**config.mk**
```make
export PLATFORM = sky130hd
export DESIGN_NAME = register_file
export DESIGN_NICKNAME = d
export VERILOG_FILES = /design/src/rtl/register_file.sv
export SDC_FILE = /design/constraint.sdc
export NUM_CORES = 1
export LEC_CHECK = 0
export ABC_AREA = 0
export CAP_MARGIN = 0
export CORE_AREA = 2 2 101 103
export DETAILED_ROUTE_END_ITERATION = 12
export DIE_AREA = 0 0 103 105
export GPL_TIMING_DRIVEN = 0
export SETUP_SLACK_MARGIN = 0.1
export SYNTH_ARGS = -nofsm -noshare
export SYNTH_HDL_FRONTEND = slang
export SYNTH_SLANG_ARGS = --single-unit
```
**constraint.sdc**
```tcl
create_clock -name clk -period 4.7 [get_ports clk]
set_input_delay 0.47 -clock clk [delete_from_list [all_inputs] [get_ports clk]]
set_output_delay 0.47 -clock clk [all_outputs]
set_load 0.02 [all_outputs]
```
**src/rtl/register_file.sv**
```systemverilog
`default_nettype none
// ============================================================================
// register_file : 8 x 8-bit storage array, one write port, two registered
//                 read ports with write-first bypass and a_eq_b flag.
// Revision 1.0
// ============================================================================

module register_file_bit_cell (
  input  logic clk,
  input  logic reset,
  input  logic en_i,
  input  logic d_i,
  output logic q_o
);

  logic bit_q;

  always_ff @(posedge clk) begin
    if (reset) begin
      bit_q <= 1'b0;
    end else if (en_i) begin
      bit_q <= d_i;
    end
  end

  assign q_o = bit_q;

endmodule

module register_file #(
  parameter int DATA_WIDTH = 8,
  parameter int ADDR_WIDTH = 3
) (
  input  logic                  clk,
  input  logic                  reset,
  input  logic                  we,
  input  logic [ADDR_WIDTH-1:0] waddr,
  input  logic [DATA_WIDTH-1:0] wdata,
  input  logic                  rd_req,
  input  logic [ADDR_WIDTH-1:0] raddr_a,
  input  logic [ADDR_WIDTH-1:0] raddr_b,
  output logic [DATA_WIDTH-1:0] rdata_a,
  output logic [DATA_WIDTH-1:0] rdata_b,
  output logic                  rd_valid,
  output logic                  a_eq_b
);

  localparam int DEPTH = 2 ** ADDR_WIDTH;

  wire [DATA_WIDTH-1:0] mem_w [DEPTH];

  genvar r, b;
  generate
    for (r = 0; r < DEPTH; r++) begin : g_row
      logic row_we;
      assign row_we = we && (waddr == ADDR_WIDTH'(r));
      for (b = 0; b < DATA_WIDTH; b++) begin : g_bit
        register_file_bit_cell u_cell (
          .clk   (clk),
          .reset (reset),
          .en_i  (row_we),
          .d_i   (wdata[b]),
          .q_o   (mem_w[r][b])
        );
      end
    end
  endgenerate

  logic [DATA_WIDTH-1:0] rdata_a_q, rdata_a_d;
  logic [DATA_WIDTH-1:0] rdata_b_q, rdata_b_d;
  logic                  rd_valid_q;
  logic                  a_eq_b_q, a_eq_b_d;

  // Write-first: a same-cycle write to the addressed register wins over storage.
  always_comb begin
    rdata_a_d = (we && (waddr == raddr_a)) ? wdata : mem_w[raddr_a];
    rdata_b_d = (we && (waddr == raddr_b)) ? wdata : mem_w[raddr_b];
    a_eq_b_d  = (rdata_a_d == rdata_b_d);
  end

  always_ff @(posedge clk) begin
    if (reset) begin
      rdata_a_q  <= '0;
      rdata_b_q  <= '0;
      rd_valid_q <= 1'b0;
      a_eq_b_q   <= 1'b0;
    end else begin
      rd_valid_q <= rd_req;
      if (rd_req) begin
        rdata_a_q <= rdata_a_d;
        rdata_b_q <= rdata_b_d;
        a_eq_b_q  <= a_eq_b_d;
      end
    end
  end

  assign rdata_a  = rdata_a_q;
  assign rdata_b  = rdata_b_q;
  assign rd_valid = rd_valid_q;
  assign a_eq_b   = a_eq_b_q;

endmodule
`default_nettype wire

```
==> results of run 1 <==
worst reg2reg max path: stages, from the launching register on:
cell	delay, ns
sky130_fd_sc_hd__dfxtp_1	0.34
sky130_fd_sc_hd__mux4_1	0.57
sky130_fd_sc_hd__mux2_2	0.31
sky130_fd_sc_hd__mux2i_2	0.22
sky130_fd_sc_hd__xnor2_1	0.17
sky130_fd_sc_hd__o2111ai_2	0.16
sky130_fd_sc_hd__o31ai_2	0.18
registers in the layout, indices dropped and copies added (netlist names):
register / cells
g_row.g_bit.u_cell.q_o: 64
a_eq_b: 1
rdata_b: 8
rd_valid: 1
rdata_a: 8
where the power goes:
group,leakage [nW],internal (mW),switching (mW)
registers,0.664,0.711,0.0109
clock network,0.0958,0.259,0.271
logic,0.985,0.0801,0.113
layer usage:
| layer | up-vias | routed length (µm) |
|---|---|---|
| met3 | 17 | 605 |
| met4 | 0 | 216 |
| met2 | 87 | 5930 |
| met5 | - | 0 |
| met1 | 1698 | 5180 |
| li1 | 1719 | - |
logic make-up after synthesis:
kind of cell | Yosys count | share of synthesized area [%]
simple gates | 201 | 19.8
mux | 60 | 24.6
buf+inv | 36 | 4.33
flops | 82 | 37.8
compound gates | 83 | 10.4
xor+xnor | 13 | 2.97
area by class of cell:
type	count	area (µm²)	area share, %
multi-input cells	357	2510	50.9
flip-flops and latches	82	1640	33.3
repair buffers	23	230	4.67
plain buffers	34	180	3.66
well taps	133	166	3.38
clock buffers	11	141	2.87
clock inverters	4	51.3	1.04
inverters	2	7.51	0.152
stage by stage:
stage          util [%]  cell area, µm²  setup WS (ns)  total power [mW]
2_1_floorplan         -            4340           2.48             0.873
3_3_place_gp       49.1            4730           1.98             0.928
3_5_place_dp       49.1            4730           1.97             0.931
4_1_cts            51.1            4930           2.34              1.45
5_1_grt            51.1            4930           2.24              1.50
6_report           51.1            4930           2.35              1.44
synthesized netlist by cell type, drive strengths merged (6+ instances only):
library cell  number  area (µm²)
nor2              15        56.3
or2                6        37.5
xnor2             13         129
a21oi             74         370
nand2            151         567
dfxtp             82        1640
mux2i             14         148
nand2b             9        56.3
mux2              14         158
clkbuf            22        82.6
buf               12        97.6
mux4              32         762
how the worst max path moves through the flow:
stage                     from     end  slack [ns]  cells after the start
global route        raddr_b[2]  a_eq_b        2.24                      8
global placement    raddr_a[2]  a_eq_b        1.98                      8
CTS                 raddr_a[2]  a_eq_b        2.34                      8
finish              raddr_b[2]  a_eq_b        2.35                      8
detailed placement  raddr_a[2]  a_eq_b        1.97                      8
floorplan           raddr_a[0]  a_eq_b        2.48                      8
==> summary.md, run 1 <==
| Metric | Value |
|---|---|
| Average footprint of a synthesized cell | `9.13 µm²` |
| Core outline area | `9640 µm²` |
| Post-CTS sizing | `0` |
| Final nets | `530` |
| Total I/O pin count | `39` |
| Most used routing layer | `met2` |
| Final critical-path required period | `2.35 ns` |
| Final Routed Wirelength | `11900 µm` |
| Post-Place Cells | `631` |
| Number of synthesized register bits | `82` |
| Launch point of the worst reg-to-reg path | `g_row[5].g_bit[4].u_cell.q_o` |
| Crit share post-route | `50.1%` |
| CP Capture Type | `flop` |
| Power per standard cell area | `293 nW/µm²` |
| Reg2Reg Capture Point | `a_eq_b` |
| Count of endpoints failing setup in the final report | `0` |
| Depth of the worst hold-timing path | `2` |
| Area growth from synthesis to layout | `13.6%` |
| Netlist area before placement | `4340 µm²` |
| Layout Cells excl Fill | `646` |
| Number of antenna violations at the first check in global routing | `0` |
| Buffer count from post-CTS setup fixing | `0` |
| GRT Resource Usage Total | `23.4%` |
| Post-synth cell types | `32` |
| TritonCTS clock tree | `yes` |
| Post-synthesis sequential area ratio | `37.8%` |
| Hold EP | `rdata_b[3]` |
| Total number of vias | `3521` |
| Worst hold margin | `0.466 ns` |
| Met2 Track Usage GR | `37.7%` |
| Top fanout value on the critical path | `10` |
| Commonest non-fill, non-tap cell in the layout | `sky130_fd_sc_hd__nand2_1` |
| Commonest cells after routing, fill and taps aside | `sky130_fd_sc_hd__nand2_1, sky130_fd_sc_hd__dfxtp_1, sky130_fd_sc_hd__a21oi_1, sky130_fd_sc_hd__clkbuf_1, sky130_fd_sc_hd__clkdlybuf4s50_1` |
| Worst-case register-to-register setup slack | `2.67 ns` |
| Max Clk Rate | `425 MHz` |
| Post-synthesis async set-or-reset flop share | `0%` |
| Depth of the worst register-to-register path | `6` |
| Pin count of the biggest net entering global routing | `14` |
| Critical Path Source Type | `input port` |
| Final number of hold-violating endpoints | `0` |
| First-pass GRT wire length | `18800 µm` |
| Clk slew on worst S/H paths | `0.08 ns` |
| Run status | `finished clean` |
| Clock Tree Root | `sky130_fd_sc_hd__clkbuf_8` |
| CP max stage delay | `0.53 ns` |
| Proportion of layout cells with a drive suffix above 1 | `13.3%` |
| Remaining Overflow, GRT | `0` |
| Global-route track usage on met3 | `6.02%` |
| Number of warnings reported in the yosys synthesis log | `0` |
| Critical path class | `input port to flop` |
| CTS buffer count | `9` |
| Hold/Removal Path Class | `flop to flop` |
| P_leak | `1.74 nW` |
| First-pass DRT Iterations | `4` |
| Setup TNS after final layout | `0 ns` |
| Drt wl/cell | `18.5 µm` |
| Max Cap Viol | `0` |
| Buffer levels on the longest clock path | `2` |
| CP delay by family, top | `multiplexers` |
| Chip Width | `103 µm` |
| Number of design-rule violations left by the first detailed-router iteration | `243` |
| Total count of max-transition violations in the final report | `0` |
| Setup repair after global routing missed its margin | `no` |
| Arrival time of data at the critical path endpoint | `2.63 ns` |
| Highest ir drop seen on vdd | `0.117 mV` |
| Count of buffers from port buffering | `23` |
| Slowest library cell on the worst path | `sky130_fd_sc_hd__clkdlybuf4s50_1` |
| DRC violations left | `0` |
| Vias per inst | `5.45` |
| Worst Skew | `0.0155 ns` |
| Buf+Inv Stages, Crit Path | `2` |
| Antenna diodes | `0` |
| Std cell rows | `36` |
| Post-detailed-route count of antenna-violating nets | `0` |
| Number of cells produced by synthesis | `475` |
| Source-to-sink clock delay at the later pin of the worst-skew pair | `0.36 ns` |
| Weighted congestion at the end of routability-driven global placement | `0.861` |
| Tightest slew margin relative to the limit | `18.5%` |
| Launch point of the worst hold path | `rdata_b[3]` |
| Most frequently used flop master after synthesis | `sky130_fd_sc_hd__dfxtp_1` |
| Critical path cell sequence | `clkdlybuf4s50_1, buf_2, mux4_2, mux2_2, mux2i_1, xnor2_1, o2111ai_2, o31ai_2` |
| Vertical extent of the die | `105 µm` |
| Actual transition at the worst max-transition pin | `1.21 ns` |
| GR Layer Usage met1 | `29.9%` |
| Clk sinks | `82` |
| Number of nets produced by synthesis | `496` |
| Number of global-route vias before repair | `3479` |
| Placed wire-length estimate after detailed placement | `8810 µm` |
| Initial core utilization | `45.0%` |
| Post-cts hold buffer count | `0` |
| Number of fillers in the final layout | `951` |
| H-Tree Depth | `3` |
| Number of enable flip-flop cells after synthesis | `0` |
| Worst EP required | `4.98 ns` |
| Die Footprint | `10800 µm²` |
No activity file was read; power rests on OpenSTA's default activity.
==> run 2, diff against run 1 <==
==> constraint.sdc (replaced) <==
create_clock -name clk -period 2.2 [get_ports clk]
set_input_delay 0.22 -clock clk [delete_from_list [all_inputs] [get_ports clk]]
set_output_delay 0.22 -clock clk [all_outputs]
set_load 0.02 [all_outputs]
==> summary.md, run 2 (synthesized netlist as in run 1, its figures left out) <==
| Metric | Value |
|---|---|
| Total I/O pin count | `39` |
| Critical Path Source Type | `input port` |
| DRC violations left | `0` |
| Clk sinks | `82` |
| Top fanout value on the critical path | `10` |
| Number of design-rule violations left by the first detailed-router iteration | `221` |
| Antenna diodes | `0` |
| Number of fillers in the final layout | `949` |
| Buffer levels on the longest clock path | `2` |
| Source-to-sink clock delay at the later pin of the worst-skew pair | `0.36 ns` |
| Remaining Overflow, GRT | `0` |
| Layout Cells excl Fill | `646` |
| Total number of vias | `3541` |
| Drt wl/cell | `18.4 µm` |
| Vertical extent of the die | `105 µm` |
| Max FFs per register | `64` |
| Final number of hold-violating endpoints | `0` |
| Hold/Removal Path Class | `input port to flop` |
| Tightest slew margin relative to the limit | `21.7%` |
| Crit share post-route | `91.7%` |
| Count of buffers from port buffering | `23` |
| Area growth from synthesis to layout | `13.8%` |
| Setup repair after global routing missed its margin | `yes` |
| Commonest cells after routing, fill and taps aside | `sky130_fd_sc_hd__nand2_1, sky130_fd_sc_hd__dfxtp_1, sky130_fd_sc_hd__a21oi_1, sky130_fd_sc_hd__clkbuf_1, sky130_fd_sc_hd__clkdlybuf4s50_1` |
| Highest ir drop seen on vdd | `0.250 mV` |
| Worst Skew | `0.0157 ns` |
| Critical path class | `input port to flop` |
| Number of antenna violations at the first check in global routing | `0` |
| Fin util | `51.2%` |
| Clk slew on worst S/H paths | `0.08 ns` |
| Arrival time of data at the critical path endpoint | `2.30 ns` |
| Final critical-path required period | `2.02 ns` |
| Worst hold margin | `0.260 ns` |
| GRT Resource Usage Total | `23.4%` |
| Weighted congestion at the end of routability-driven global placement | `0.861` |
| CP Capture Type | `flop` |
| Die Footprint | `10800 µm²` |
| Worst EP required | `2.48 ns` |
| Launch point of the worst reg-to-reg path | `g_row[5].g_bit[7].u_cell.q_o` |
| TritonCTS clock tree | `yes` |
| Run status | `finished clean` |
| Max Cap Viol | `0` |
| Worst Slack Setup Final | `0.182 ns` |
| Actual transition at the worst max-transition pin | `1.17 ns` |
| H-Tree Depth | `3` |
| Post-detailed-route count of antenna-violating nets | `0` |
| Std cell rows | `36` |
| Sequential standard cell area | `1640 µm²` |
| Multi-input combinational cell area | `2510 µm²` |
| Post-Place Cells | `631` |
| Launch point of the worst hold path | `reset` |
| Count of endpoints failing setup in the final report | `0` |
| CTS buffer count | `9` |
| P_leak | `1.73 nW` |
| Vias per inst | `5.48` |
| Total count of max-transition violations in the final report | `0` |
| Commonest non-fill, non-tap cell in the layout | `sky130_fd_sc_hd__nand2_1` |
| Worst-case register-to-register setup slack | `0.20 ns` |
| PnR Total Power | `3.08 mW` |
| Final Routed Wirelength | `11900 µm` |
| CP Launch Point | `raddr_a[2]` |
| Clock Tree Root | `sky130_fd_sc_hd__clkbuf_8` |
| Number of global-route vias before repair | `3479` |
| Max Clk Rate | `496 MHz` |
| Chip Width | `103 µm` |
| Pin count of the biggest net entering global routing | `14` |
| First-pass GRT wire length | `18800 µm` |
| Power per standard cell area | `624 nW/µm²` |
| Initial core utilization | `45.0%` |
| Buffer count from post-CTS setup fixing | `0` |
| Final nets | `530` |
| First-pass DRT Iterations | `4` |
| Placed wire-length estimate after detailed placement | `8810 µm` |
| Proportion of layout cells with a drive suffix above 1 | `13.8%` |
| Core outline area | `9640 µm²` |
| Pre-CTS setup slack | `-0.276 ns` |
| Post-CTS sizing | `2` |
| Post-cts hold buffer count | `0` |
-- run 2: worst paths after layout --
kind / end / cells after the start
setup reg to reg: a_eq_b / 6
hold reg to reg: rdata_b[3] / 2
setup / recovery: a_eq_b / 8
hold / removal: rdata_a[6] / 2
-- run 2: layer usage --
metal / wire length [µm] / GRT usage (%) / up-vias
met2: 5760 / 37.7 / 105
li1: - / - / 1715
met4: 333 / 8.36 / 0
met5: 0 / 0 / -
met3: 663 / 6.02 / 26
met1: 5130 / 29.9 / 1695
-- run 2: area by class of cell --
| cell class | count | share of cell area (%) |
|---|---|---|
| buffer | 34 | 3.75 |
| clock buffer | 11 | 2.86 |
| clock inverter | 4 | 1.04 |
| inverter | 2 | 0.152 |
| multi-input combinational | 357 | 50.9 |
| sequential | 82 | 33.2 |
| tap | 133 | 3.37 |
| timing repair buffer | 23 | 4.66 |
-- run 2: through the flow --
| stage | setup TNS, ns | cell area (µm²) |
|---|---|---|
| floorplan | 0 | 4340 |
| global placement | -2.48 | 4730 |
| detailed placement | -2.69 | 4730 |
| CTS | 0 | 4930 |
| global route | 0 | 4940 |
| finish | 0 | 4940 |
-- run 2: critical path: stages --
cell	delay (ns)
sky130_fd_sc_hd__clkdlybuf4s50_1	0.53
sky130_fd_sc_hd__buf_4	0.21
sky130_fd_sc_hd__mux4_2	0.30
sky130_fd_sc_hd__mux2_2	0.28
sky130_fd_sc_hd__mux2i_1	0.25
sky130_fd_sc_hd__xnor2_1	0.17
sky130_fd_sc_hd__o2111ai_2	0.16
sky130_fd_sc_hd__o31ai_2	0.18
-- run 2: where the power goes --
part,leakage (nW),total [mW],switching [mW],internal (mW)
registers,0.664,1.54,0.0233,1.52
logic,0.974,0.415,0.242,0.173
clock network,0.0958,1.12,0.569,0.553
total,1.73,3.08,0.835,2.24
==> run 3, diff against run 2 <==
--- a/config.mk
+++ b/config.mk
@@ -10,8 +10,10 @@
 export CORE_AREA = 2 2 101 103
 export DETAILED_ROUTE_END_ITERATION = 12
 export DIE_AREA = 0 0 103 105
+export GPL_ROUTABILITY_DRIVEN = 1
 export GPL_TIMING_DRIVEN = 0
 export SETUP_SLACK_MARGIN = 0.1
+export SLEW_MARGIN = 20
 export SYNTH_ARGS = -nofsm -noshare
 export SYNTH_HDL_FRONTEND = slang
 export SYNTH_SLANG_ARGS = --single-unit
==> summary.md, run 3 (synthesized netlist as in run 1, its figures left out) <==
| Metric | Value |
|---|---|
| Run status | `finished clean` |
| Hold/Removal Path Class | `input port to flop` |
| Max Cap Viol | `0` |
| Vias per inst | `5.57` |
| Dpl cell area | `4740 µm²` |
| Tightest slew margin relative to the limit | `45.5%` |
| Setup repair after global routing missed its margin | `yes` |
| Chip Width | `103 µm` |
| Total count of max-transition violations in the final report | `0` |
| Power per standard cell area | `629 nW/µm²` |
| Post-cts hold buffer count | `0` |
| First-pass GRT wire length | `18800 µm` |
| Commonest cells after routing, fill and taps aside | `sky130_fd_sc_hd__nand2_1, sky130_fd_sc_hd__dfxtp_1, sky130_fd_sc_hd__a21oi_1, sky130_fd_sc_hd__clkbuf_1, sky130_fd_sc_hd__clkdlybuf4s50_1` |
| Final nets | `530` |
| Critical path cell sequence | `mux4_1, mux2_2, mux2i_2, xnor2_1, o2111ai_2, o31ai_2` |
| Vertical extent of the die | `105 µm` |
| Source-to-sink clock delay at the later pin of the worst-skew pair | `0.36 ns` |
| Slowest library cell on the worst path | `sky130_fd_sc_hd__mux4_1` |
| CTS buffer count | `9` |
| Pin count of the biggest net entering global routing | `14` |
| Design Area, Final | `4960 µm²` |
| Multi-input combinational cell area | `2520 µm²` |
| PnR Total Power | `3.12 mW` |
| Commonest non-fill, non-tap cell in the layout | `sky130_fd_sc_hd__nand2_1` |
| Worst Slack Setup Final | `0.164 ns` |
| Final Routed Wirelength | `11900 µm` |
| Setup TNS after final layout | `0 ns` |
| Actual transition at the worst max-transition pin | `0.814 ns` |
| Worst EP required | `2.49 ns` |
| Final critical-path required period | `2.04 ns` |
| Buf+Inv Stages, Crit Path | `0` |
| TritonCTS clock tree | `yes` |
| Number of design-rule violations left by the first detailed-router iteration | `199` |
| Count of endpoints failing setup in the final report | `0` |
| Arrival time of data at the critical path endpoint | `2.32 ns` |
| Area growth from synthesis to layout | `14.4%` |
| Worst Skew | `0.0137 ns` |
| Number of fillers in the final layout | `932` |
| Sequential standard cell area | `1640 µm²` |
| Part of the power in the clock network | `37.2%` |
| Proportion of layout cells with a drive suffix above 1 | `14.0%` |
| Crit share post-route | `92.5%` |
| P_leak | `1.75 nW` |
| Clock Tree Root | `sky130_fd_sc_hd__clkbuf_8` |
| Fraction of power consumed by combinational cells | `13.3%` |
| Drt wl/cell | `18.3 µm` |
| Switching power total | `835 µW` |
| Antenna diodes | `0` |
| Share of total power in sequential cells | `49.4%` |
| Remaining Overflow, GRT | `0` |
| First-pass DRT Iterations | `5` |
| Weighted congestion at the end of routability-driven global placement | `0.861` |
| CP max stage delay | `0.58 ns` |
| Highest ir drop seen on vdd | `0.244 mV` |
| Final number of hold-violating endpoints | `0` |
| Die Footprint | `10800 µm²` |
| Number of antenna violations at the first check in global routing | `0` |
| Std cell rows | `36` |
| H-Tree Depth | `3` |
| Total number of vias | `3605` |
| GRT Resource Usage Total | `23.3%` |
| Critical path class | `flop to flop` |
| Max Clk Rate | `491 MHz` |
| Switching fraction of total power | `26.8%` |
| CP Capture Type | `flop` |
| Initial core utilization | `45.0%` |
| DRC violations left | `0` |
| Critical Path Source Type | `flop` |
| Clk slew on worst S/H paths | `0.08 ns` |
| Core outline area | `9640 µm²` |
| Pre-CTS setup slack | `-0.283 ns` |
| Number of global-route vias before repair | `3528` |
| Count of buffers from port buffering | `23` |
| CP delay by family, top | `multiplexers` |
| Post-detailed-route count of antenna-violating nets | `0` |
| Worst hold margin | `0.248 ns` |
| Total I/O pin count | `39` |
| Top fanout value on the critical path | `3` |
| Clk sinks | `82` |
| Internal power | `2.28 mW` |
| Placed wire-length estimate after detailed placement | `8790 µm` |
| Buffer count from post-CTS setup fixing | `0` |
| Buffer levels on the longest clock path | `2` |
| Max FFs per register | `64` |
run 3: per-stage QoR:
| step | util, % | cells |
|---|---|---|
| floorplan | - | 475 |
| global placement | 49.1 | 631 |
| detailed placement | 49.2 | 631 |
| CTS | 51.3 | 647 |
| global route | 51.5 | 647 |
| finish | 51.5 | 647 |
run 3: per-layer routing:
| metal | wire [µm] | GRT usage (%) | up-vias | share of wire (%) |
|---|---|---|---|---|
| li1 | - | - | 1720 | - |
| met1 | 4920 | 29.4 | 1724 | 41 |
| met2 | 5830 | 37.9 | 133 | 49 |
| met3 | 757 | 4.75 | 28 | 6.4 |
| met4 | 350 | 10.2 | 0 | 3.0 |
| met5 | 0 | 0 | - | 0 |
run 3: layout make-up:
type	count	area share [%]
Buffer	34	3.73
Clock buffer	13	3.20
Clock inverter	3	0.933
Inverter	2	0.151
Multi-Input combinational cell	357	50.9
Sequential cell	82	33.1
Tap cell	133	3.35
Timing Repair Buffer	23	4.64
run 3: power groups by stage:
stage / combinational (mW) / clock [mW] / sequential (mW)
finish: 0.415 / 1.16 / 1.54
global route: 0.453 / 1.23 / 1.55
CTS: 0.416 / 1.17 / 1.54
detailed placement: 0.414 / 0 / 1.58
global placement: 0.410 / 0 / 1.57
floorplan: 0.282 / 0 / 1.58
run 3: path summary, 6_finish.rpt:
path / from / endpoint / slack [ns] / depth (start not counted)
worst max register to register: g_row[5].g_bit[4].u_cell.q_o / a_eq_b / 0.16 / 6
worst min-delay path: reset / rdata_a[6] / 0.25 / 2
worst min register to register: rdata_b[3] / rdata_b[3] / 0.47 / 2
worst max-delay path: g_row[5].g_bit[4].u_cell.q_o / a_eq_b / 0.16 / 6
run 3: what timing repair did:
| action | CTS | global route |
|---|---|---|
| setup endpoints to repair | 1 | 5 |
| hold endpoints to repair | 0 | 0 |
| resized for setup | 1 | 3 |
